## src/rtl/shift_requant_pipe.sv

```systemverilog
// Two-stage requantiser: shift/round in S1, clamp or wrap to OUT_W in S2.
// Valid/ready on both sides; sat_count tallies clamped beats taken downstream.
module shift_requant_pipe #(
    parameter int IN_W    = 16,
    parameter int OUT_W   = 8,
    parameter int SHIFT_W = 4,
    parameter int CNT_W   = 16
) (
    input  logic               clock,
    input  logic               reset_n,
    input  logic               in_valid,
    output logic               in_ready,
    input  logic [IN_W-1:0]    data_in,
    input  logic [SHIFT_W-1:0] shift_amount,
    input  logic               shift_direction,
    input  logic               signed_mode,
    input  logic               round_en,
    input  logic               sat_en,
    input  logic               cnt_clear,
    output logic               out_valid,
    input  logic               out_ready,
    output logic [OUT_W-1:0]   data_out,
    output logic               sat_flag,
    output logic [CNT_W-1:0]   sat_count
);

    // One spare bit above the widest left shift keeps the sign exact.
    localparam int WW = IN_W + (1 << SHIFT_W);

    logic            s1_valid;
    logic            s2_valid;
    logic [WW-1:0]   s1_val;
    logic            s1_signed;
    logic            s1_sat;
    logic            s1_adv;
    logic            s2_adv;
    logic            in_fire;

    logic [WW-1:0]   ext;
    logic [WW-1:0]   one_w;
    logic [WW-1:0]   rnd_add;
    logic [WW-1:0]   sum;
    logic [WW-1:0]   shifted;

    logic [WW-1:0]   smax;
    logic [WW-1:0]   smin;
    logic [WW-1:0]   umax;
    logic [OUT_W-1:0] nar;
    logic            nar_flag;

    assign out_valid = s2_valid;
    assign s2_adv    = !s2_valid || out_ready;
    assign s1_adv    = !s1_valid || s2_adv;
    assign in_ready  = reset_n && s1_adv;
    assign in_fire   = in_valid && in_ready;

    always_comb begin
        ext     = signed_mode ? {{(WW-IN_W){data_in[IN_W-1]}}, data_in}
                              : {{(WW-IN_W){1'b0}}, data_in};
        one_w   = {{(WW-1){1'b0}}, 1'b1};
        rnd_add = '0;
        if (round_en && shift_amount != '0)
            rnd_add = one_w << (shift_amount - SHIFT_W'(1));
        sum     = ext + rnd_add;
        if (shift_direction)
            shifted = ext << shift_amount;
        else if (signed_mode)
            shifted = $signed(sum) >>> shift_amount;
        else
            shifted = sum >> shift_amount;
    end

    always_comb begin
        smax = '0;
        smax[OUT_W-2:0] = '1;
        smin = '1;
        smin[OUT_W-2:0] = '0;
        umax = '0;
        umax[OUT_W-1:0] = '1;
        nar      = s1_val[OUT_W-1:0];
        nar_flag = 1'b0;
        if (s1_sat) begin
            if (s1_signed) begin
                if ($signed(s1_val) > $signed(smax)) begin
                    nar      = smax[OUT_W-1:0];
                    nar_flag = 1'b1;
                end else if ($signed(s1_val) < $signed(smin)) begin
                    nar      = smin[OUT_W-1:0];
                    nar_flag = 1'b1;
                end
            end else if (s1_val > umax) begin
                nar      = umax[OUT_W-1:0];
                nar_flag = 1'b1;
            end
        end
    end

    always_ff @(posedge clock) begin
        if (in_fire) begin
            s1_val    <= shifted;
            s1_signed <= signed_mode;
            s1_sat    <= sat_en;
        end
    end

    always_ff @(posedge clock) begin
        if (!reset_n) begin
            s1_valid  <= 1'b0;
            s2_valid  <= 1'b0;
            data_out  <= '0;
            sat_flag  <= 1'b0;
            sat_count <= '0;
        end else begin
            if (s1_adv)
                s1_valid <= in_valid;
            if (s2_adv) begin
                s2_valid <= s1_valid;
                if (s1_valid) begin
                    data_out <= nar;
                    sat_flag <= nar_flag;
                end
            end
            if (cnt_clear)
                sat_count <= '0;
            else if (s2_valid && out_ready && sat_flag && sat_count != '1)
                sat_count <= sat_count + CNT_W'(1);
        end
    end

endmodule

```

## config.mk

```make
export PLATFORM = sky130hd
export DESIGN_NAME = shift_requant_pipe
export DESIGN_NICKNAME = d
export VERILOG_FILES = /design/src/rtl/shift_requant_pipe.sv
export SDC_FILE = /design/constraint.sdc
export NUM_CORES = 1
export LEC_CHECK = 0
export ABC_AREA = 0
export ABC_CLOCK_PERIOD_IN_PS = 6000
export CAP_MARGIN = 20
export CORE_MARGIN = 2
export CORE_UTILIZATION = 55
export CTS_BUF_LIST = sky130_fd_sc_hd__clkbuf_4 sky130_fd_sc_hd__clkbuf_8 sky130_fd_sc_hd__clkbuf_16
export DETAILED_ROUTE_END_ITERATION = 8
export DONT_BUFFER_PORTS = 1
export PLACE_DENSITY_LB_ADDON = 0.1
export SLEW_MARGIN = 0
export SYNTH_ARGS = -nofsm -noshare
export SYNTH_HDL_FRONTEND = slang
export SYNTH_SLANG_ARGS = --single-unit
```

## constraint.sdc

```tcl
create_clock -name clock -period 6 [get_ports clock]
set_input_delay 1.2 -clock clock [delete_from_list [all_inputs] [get_ports clock]]
set_output_delay 1.2 -clock clock [all_outputs]
set_load 0.02 [all_outputs]
```

# --- Word level (Yosys, flattened, before mapping) ---
# Cells that the tools add are included.
classes:
  div_mod_pow: 0
  shifts: 4
  reduce_logical: 13
  eq_ne: 1
  addsub: 3
  multipliers: 0
  muxes: 14
  magnitude_cmp: 3
  n_bitwise: 1
op_table:
  columns: ["op", "count"]
  rows:
  - ["$mux W32", 4]
  - ["$gt A32 B8 Y1 const B", 2]
  - ["$mux W8", 5]
  - ["$add A32 B32 Y32", 1]
  - ["$lt A32 B8 Y1 const B", 1]
  - ["$shl A1 B4 Y32 const A", 1]
  - ["$shl A32 B4 Y32", 1]
  - ["$shr A32 B4 Y32", 1]
  - ["$sshr A32 B4 Y32", 1]
  - ["$add A16 B1 Y16 const B", 1]
  - ["$ne A16 B16 Y1 const B", 1]
  - ["$logic_and A1 B1 Y1", 6]
  - ["$mux W1", 5]
  - ["$reduce_bool A4 Y1", 1]
  - ["$sub A4 B1 Y4 const B", 1]
  - ["$logic_not A1 Y1", 2]
  - ["$logic_or A1 B1 Y1", 2]
  - ["$reduce_and A2 Y1", 1]
  - ["$reduce_or A2 Y1", 1]
  - ["$not A1 Y1", 1]
word_totals:
  memories: 0
  elab_cells: 47
  latchBits: 0
  inputBits: 29
  ramBits: 0
  out_inout_bits: 27
  mem_bits_ro: 0
  register_bits: 61

# --- Depth between registers and ports, before layout ---
# Gate-level depths: netlist of run 1.
depth:
  ltp_word: 7
  ltp_mapped: 17
  mapped_depth_nobuf: 14

# --- Least setup slack after synthesis of run 1 ---
# OpenSTA, ideal clock, no wires.
synth_path:
  path_type: "in2reg"
  startpoint: "input port shift_amount[3]"
  endpoint: "register s1_val[15] (data pin)"
  setup_ps: 271
  required_time_ps: 5729
  path_buffers: 4
  path_stages: 15
  setup_slack_ps: 1282
  arrival_time_ps: 4447
  cell_sequence: "clkbuf_1 clkbuf_1 clkbuf_1 nand3_1 nor2_1 ha_1 buf_6 and2_4 a221o_1 a32o_2 nor3_4 mux2_1 a2bb2oi_1 and3_1 o32ai_2"
synth_via:
  elab_chain_cells: 7
  elab_cells_between_ends: 11
  classes_between: "add/sub: 2; shift: 4; mux: 3; reduce/logical: 2"
synth_lines:
  columns: ["element", "line_no", "rtl"]
  rows:
  - ["from (decl)", "14", "input logic [SHIFT_W-1:0] shift_amount,"]
  - ["$sub A4 B1 Y4 or $reduce_bool A4 Y1 (tied branches)", "63, 62", null]
  - ["$shl A1 B4 Y32 or $logic_and A1 B1 Y1 (tied branches)", "63, 62", null]
  - ["$mux W32", "62", "if (round_en && shift_amount != '0)"]
  - ["$add A32 B32 Y32", "64", "sum = ext + rnd_add;"]
  - ["$shr A32 B4 Y32 or $sshr A32 B4 Y32 (tied branches)", "70, 68", null]
  - ["$mux W32", "67", "else if (signed_mode)"]
  - ["$mux W32 (*)", "65", "if (shift_direction)"]
  - ["via shifted[15]", "43", "logic [WW-1:0] shifted;"]
  - ["to (signal assigned)", "100", "s1_val <= shifted;"]
  - ["to (decl)", "32", "logic [WW-1:0] s1_val;"]
# The timed path passes the listed nets; every way through them passes the cells marked *.
# A chain may end at the register's enable or synchronous reset.

# --- Final worst setup path of run 1 ---
layout_path:
  startpoint: "input port shift_amount[0]"
  endpoint: "register s1_val[4] (data pin)"
# Same word-level chain as after synthesis.

==> flow_summary.toml, run 1 <==
[synth]
synth.cells.most_frequent = "nor2_1 (95), nand2_1 (84), a21oi_1 (64)"
syn-cell-area_sq_um = 5730
yosysMostFrequentCell = "nor2_1"
yosysTopAreaCellShare_pct = 17.8
async_reset_ff_share_pct = 0
ys_types = 82
synth_edf_count = 34
syn_inst = 736
synth-main-ff-cell = "edfxtp_1"
synth_seq_cells = 61
syn_nets = 783
synth_area_leaders = "edfxtp_1 (18%), dfxtp_1 (9.4%), nor2_1 (6.2%)"
yosys.area.top_type = "edfxtp_1"
avgSynthCellArea_sq_um = 7.79
synth_warnings = 0
ys_seq_area_share_pct = 27.2

[detailed_routing]
drc = 0
vias = 5762
routed_via_density = 6.83
ant_nets = 0
drt_iter0_markers = 590
wirelength_mm = 18.7
wl_per_cell_um = 22.1
firstDrtPassIters = 6

[setup_path]
startpoint_type = "input port"
critical_path_required_ns = 6.06
end_kind = "flip-flop"
cp_max_fo = 49
cp.arrival_ns = 4.82
crit_type = "input port to flip-flop"

[sta]
final-hold-violation-count = 0
rsz0062_at_grt = "false"
tns_ns = 0
tightest_slew_ns = 0.952
slew_headroom_pct = 36.0
finalSetupViolations = 0
layout_setup_ws_ns = 1.24
fin_crit_sh_pct = 79.4
fmax_ghz = 0.210
drv_slew = 0
min_period_ns = 4.76
hold_slack_ns = 0.478
finClkSkew_ns = 0.00956

[clocking]
post_cts_resized = 0
htreeDepth = 3
post-cts-setup-buffers = 0
cts_num_sinks = 61
clkSlewWorstSetupHoldPaths_ns = 0.07
cts_buffer_depth = 2
cts_hold_buffers = 0
clk_latency_ns = 0.33
root_buffer = "clkbuf_8"
cts_inserted_buffers = 9
cts_tree = "yes"

[power_and_ir_drop]
cellInternalPower_mw = 0.735
seq_power_share_pct = 44.4
clkPwrFrac_pct = 29.5
p_per_area_nw_per_um2 = 184
total_leakage_power_nw = 2.16
ir_drop_mv = 0.119
switchingPower_mw = 0.345
p_comb_share_pct = 26.1
swShare_pct = 31.9

[die]
pin_count = 56
start_util_pct = 56.0
rows = 37
die_h_um = 106
die_x_um = 106
die_area_sq_um = 11300
core_area_sq_um = 10200

[placed_design]
post-place-ws_ns = 1.03
place_congestion = 0.989
port_buffers = 0
place_hpwl_mm = 14.2

[outcome]
status = "finished, final reports clean"

[global_route]
grt_pass1_vias = 5353
overflow = 0
grt_antenna_before_repair = 1
grt_pass1_wl_mm = 29.2
grt_usage_pct = 33.1
grt_max_degree = 53

[final_layout]
n_antenna_cell = 0
drive_gt1_share_pct = 6.64
nNetsFinal = 750
syn_to_final_growth_pct = 2.62

[flow_run]
maxCapViolCount = 0

[hold_path]
hold_path_class = "flip-flop to flip-flop"
==> cells by family after synthesis <==
logic type / Yosys count / share of synthesized area [%]
AOI/OAI and AO/OA: 231 / 27.5
xor gates and xnor gates: 22 / 3.36
adders and majority gates: 18 / 4.06
buffers and inverters: 62 / 4.61
DFF: 61 / 27.2
muxes: 42 / 8.73
other: 1 / 0.0654
and+or+nand+nor: 299 / 24.4
==> final cells by class <==
type	instances	area, sq um
fill	957	4350
multi-input combinational	613	3910
sequential	61	1560
tap	136	170
clock buffer	12	153
inverter	16	60.1
clock inverter	4	16.3
timing repair buffer	2	15.0
==> cell usage in the layout (no fill, tap or decap), types with 4 or more instances in the layout <==
cell type   n
o22ai_1     8
or2_2       4
a31oi_1     6
nor3_1     21
ha_1       17
a211oi_1   19
o221ai_1    5
nand2_1    84
o31ai_1     7
nand2b_1    5
o211ai_1    9
edfxtp_1   34
nand4_1    15
a221oi_1    5
o21ai_1     4
mux4_2      5
nor4_1     13
clkbuf_8   10
mux2_2      5
a2111oi_0   7
nor2_1     95
clkinv_1    5
xor2_1     10
inv_1      13
o21a_1      6
a21o_1     12
xnor2_1    12
o21ai_0    34
a21oi_1    64
dfxtp_1    27
mux2i_1    29
o32ai_1     4
nor2b_1    11
and2_1     10
nand3_1    23
==> sequential cells by signal (all words and copies together), names as in the netlist <==
name / cells
s1_val: 32
sat_count: 16
data_out: 8
out_valid: 1
s1_sat: 1
s1_signed: 1
s1_valid: 1
sat_flag: 1
==> worst max-delay path, cell delays in order <==
cell and delay [ns]:
inv_2 0.29, nand2_1 0.34, or2_2 0.41, inv_1 0.07, ha_1 0.24, a211oi_2 0.32, o21a_1 0.26, a21boi_0 0.18
or2_1 0.31, a221oi_2 0.45, mux2i_1 0.18, a221oi_1 0.43, a21oi_1 0.13
==> per-layer routing <==
layer  global-route usage (%)  share of wire [%]
met4                     10.2                2.7
met1                     43.0                 41
met2                     56.6                 48
met5                        0              0.070
met3                     5.40                8.0
==> worst paths after layout <==
check	start	end	slack, ns	cells after the start
setup / recovery	shift_amount[0]	s1_val[4]$_DFFE_PP_	1.24	13
hold / removal	s1_val[5]$_DFFE_PP_	data_out[5]$_SDFFE_PN0P_	0.48	2
setup reg to reg	sat_count[0]$_SDFFE_PP0P_	sat_count[9]$_SDFFE_PP0P_	3.61	9
hold reg to reg	s1_val[5]$_DFFE_PP_	data_out[5]$_SDFFE_PN0P_	0.48	2
==> power groups by stage <==
| stage | Sequential (mW) | Clock [mW] | Combinational (mW) |
|---|---|---|---|
| after floorplan | 0.485 | 0 | 0.229 |
| after global placement | 0.488 | 0 | 0.270 |
| after detailed placement | 0.489 | 0 | 0.271 |
| after CTS | 0.480 | 0.323 | 0.273 |
| after global routing | 0.481 | 0.338 | 0.303 |
| final | 0.480 | 0.318 | 0.282 |
==> through the flow <==
stage / instances / power (mW) / utilization, % / cell area (sq um)
global placement: 828 / 0.759 / 55.8 / 5710
finish: 844 / 1.08 / 57.5 / 5880
CTS: 844 / 1.08 / 57.5 / 5880
detailed placement: 828 / 0.760 / 55.8 / 5710
floorplan: 736 / 0.714 / - / 5730
global route: 844 / 1.12 / 57.5 / 5880
Note: power is estimated with default switching activity, not from simulation.
==> inputs of run 2 (changes only) <==
--- a/config.mk
+++ b/config.mk
@@ -6,7 +6,7 @@
 export NUM_CORES = 1
 export LEC_CHECK = 0
 export ABC_AREA = 0
-export ABC_CLOCK_PERIOD_IN_PS = 6000
+export ABC_CLOCK_PERIOD_IN_PS = 4850
 export CAP_MARGIN = 20
 export CORE_MARGIN = 2
 export CORE_UTILIZATION = 55
==> constraint.sdc (replaced) <==
create_clock -name clock -period 4.85 [get_ports clock]
set_input_delay 0.97 -clock clock [delete_from_list [all_inputs] [get_ports clock]]
set_output_delay 0.97 -clock clock [all_outputs]
set_load 0.02 [all_outputs]
==> flow_summary.toml, run 2 (synthesized netlist as in run 1, its figures left out) <==
[outcome]
status = "finished, final reports clean"

[detailed_routing]
vias = 5769
drc = 0
wirelength_mm = 18.5
ant_nets = 0
firstDrtPassIters = 7
drt_iter0_markers = 659
wl_per_cell_um = 21.8
routed_via_density = 6.79

[setup_path]
cp_max_fo = 48
slowest_delay_ns = 0.45
crit_chain = "inv_1, nand3_1, nor2_1, ha_1, inv_1, fa_1, nand2b_1, a21oi_1, o21ai_1, nand3b_1, xor2_1, o221ai_1, o22a_1, a221oi_1"
crit_type = "input port to flip-flop"
startpoint_type = "input port"
cp.arrival_ns = 4.56
r2r_slack_ns = 2.43
crit_path_top_delay_cell = "a21oi_1"
critical_path_required_ns = 4.96
path_delay_family = "compound AO/OA/AOI/OAI gates"
crit_buf_inv = 2
cpMostUsedCell = "inv_1"
end_kind = "flip-flop"

[die]
core_area_sq_um = 10200
pin_count = 56
die_h_um = 106
start_util_pct = 56.0
rows = 37
die_x_um = 106
die_area_sq_um = 11300

[power_and_ir_drop]
ir_drop_mv = 0.179
total_leakage_power_nw = 2.21
p_per_area_nw_per_um2 = 238

[sta]
rsz0062_at_grt = "false"
min_period_ns = 4.45
fin_crit_sh_pct = 91.8
drv_slew = 0
slew_headroom_pct = 50.4
tightest_slew_ns = 0.738
fmax_ghz = 0.225
final-hold-violation-count = 0
finalSetupViolations = 0
finClkSkew_ns = 0.00772
tns_ns = 0

[final_layout]
largest-register = "s1_val"
drive_gt1_share_pct = 7.56
mostFrequentLayoutCells = "nor2_1 (95), nand2_1 (84), a21oi_1 (64)"
largest_reg_flops = 32
largestRegisters = "s1_val x32, sat_count x16, data_out x8"
n_antenna_cell = 0
fillers = 954
syn_to_final_growth_pct = 4.10
layout_commonest_cell = "nor2_1"
fin_area_sq_um = 5970
nNetsFinal = 756

[placed_design]
place_congestion = 0.979
dpl_cell_area_sq_um = 5760
place_hpwl_mm = 14.2
port_buffers = 0

[global_route]
grt_pass1_vias = 5563
grt_max_degree = 53
grt_pass1_wl_mm = 29.5
grt_use_met1_pct = 43.1
met2_usage_pct = 54.6
met3_usage_pct = 5.46
overflow = 0
grt_usage_pct = 33.2
grt_antenna_before_repair = 0
top_usage_layer = "met2"

[flow_run]
maxCapViolCount = 0

[clocking]
cts_hold_buffers = 0
htreeDepth = 3
clk_latency_ns = 0.33
cts_buffer_depth = 2
clkSlewWorstSetupHoldPaths_ns = 0.07
cts_tree = "yes"
post_cts_resized = 0
root_buffer = "clkbuf_8"
cts_inserted_buffers = 9
cts_num_sinks = 61
post-cts-setup-buffers = 0

[hold_path]
hold_path_class = "flip-flop to flip-flop"
## run 2: cell count changes in the layout (fill, tap and decap cells not counted)
cell / change
buf_4: +6
bufinv_16: +2
clkbuf_4: -1
clkbuf_8: -1
clkinv_1: -1
clkinv_2: +1
## run 2: worst paths after layout
| path | start | end | cells after the start |
|---|---|---|---|
| worst max-delay path | shift_amount[3] | s1_val[2]$_DFFE_PP_ | 14 |
| worst min-delay path | s1_val[5]$_DFFE_PP_ | data_out[5]$_SDFFE_PN0P_ | 2 |
| worst max register to register | sat_count[0]$_SDFFE_PP0P_ | sat_count[13]$_SDFFE_PP0P_ | 9 |
| worst min register to register | s1_val[5]$_DFFE_PP_ | data_out[5]$_SDFFE_PN0P_ | 2 |
## run 2: worst register-to-register path, cell delays in order, from the launching register on
cell      delay, ns
dfxtp_1        0.41
ha_1           0.28
and2_1         0.17
nand4_1        0.11
o21bai_1       0.19
or2_2          0.38
nor2_1         0.34
nand4_1        0.17
xor2_1         0.18
nor2_1         0.05
## run 2: cell type report
class	count	area [sq um]	area share [%]
Multi-Input combinational cell	613	3910	65.5
Sequential cell	61	1560	26.2
Tap cell	136	170	2.85
Clock buffer	10	131	2.20
Clock inverter	6	77.6	1.30
Timing Repair Buffer	8	60.1	1.01
Inverter	16	60.1	1.01
## run 2: per-stage QoR
stage	worst slack, ns	util [%]	total power, mW	hold WS [ns]	std cells
2_1_floorplan	0.362	-	0.883	0.451	736
3_3_place_gp	0.271	56.3	0.941	0.459	834
3_5_place_dp	0.204	56.3	0.945	0.461	834
4_1_cts	0.571	58.3	1.42	0.476	850
5_1_grt	0.303	58.3	1.49	0.510	850
6_report	0.399	58.3	1.42	0.474	850
## run 2: metal layers
layer  part of all wire, %  wire (um)
met5                     0          0
met4                   3.9        712
met3                   7.5       1390
met1                    41       7570
met2                    48       8820
## run 2: report_power, final
part	total (mW)	internal, mW	switching (mW)
Sequential	0.594	0.575	0.0189
Combinational	0.350	0.133	0.217
Clock	0.479	0.290	0.189
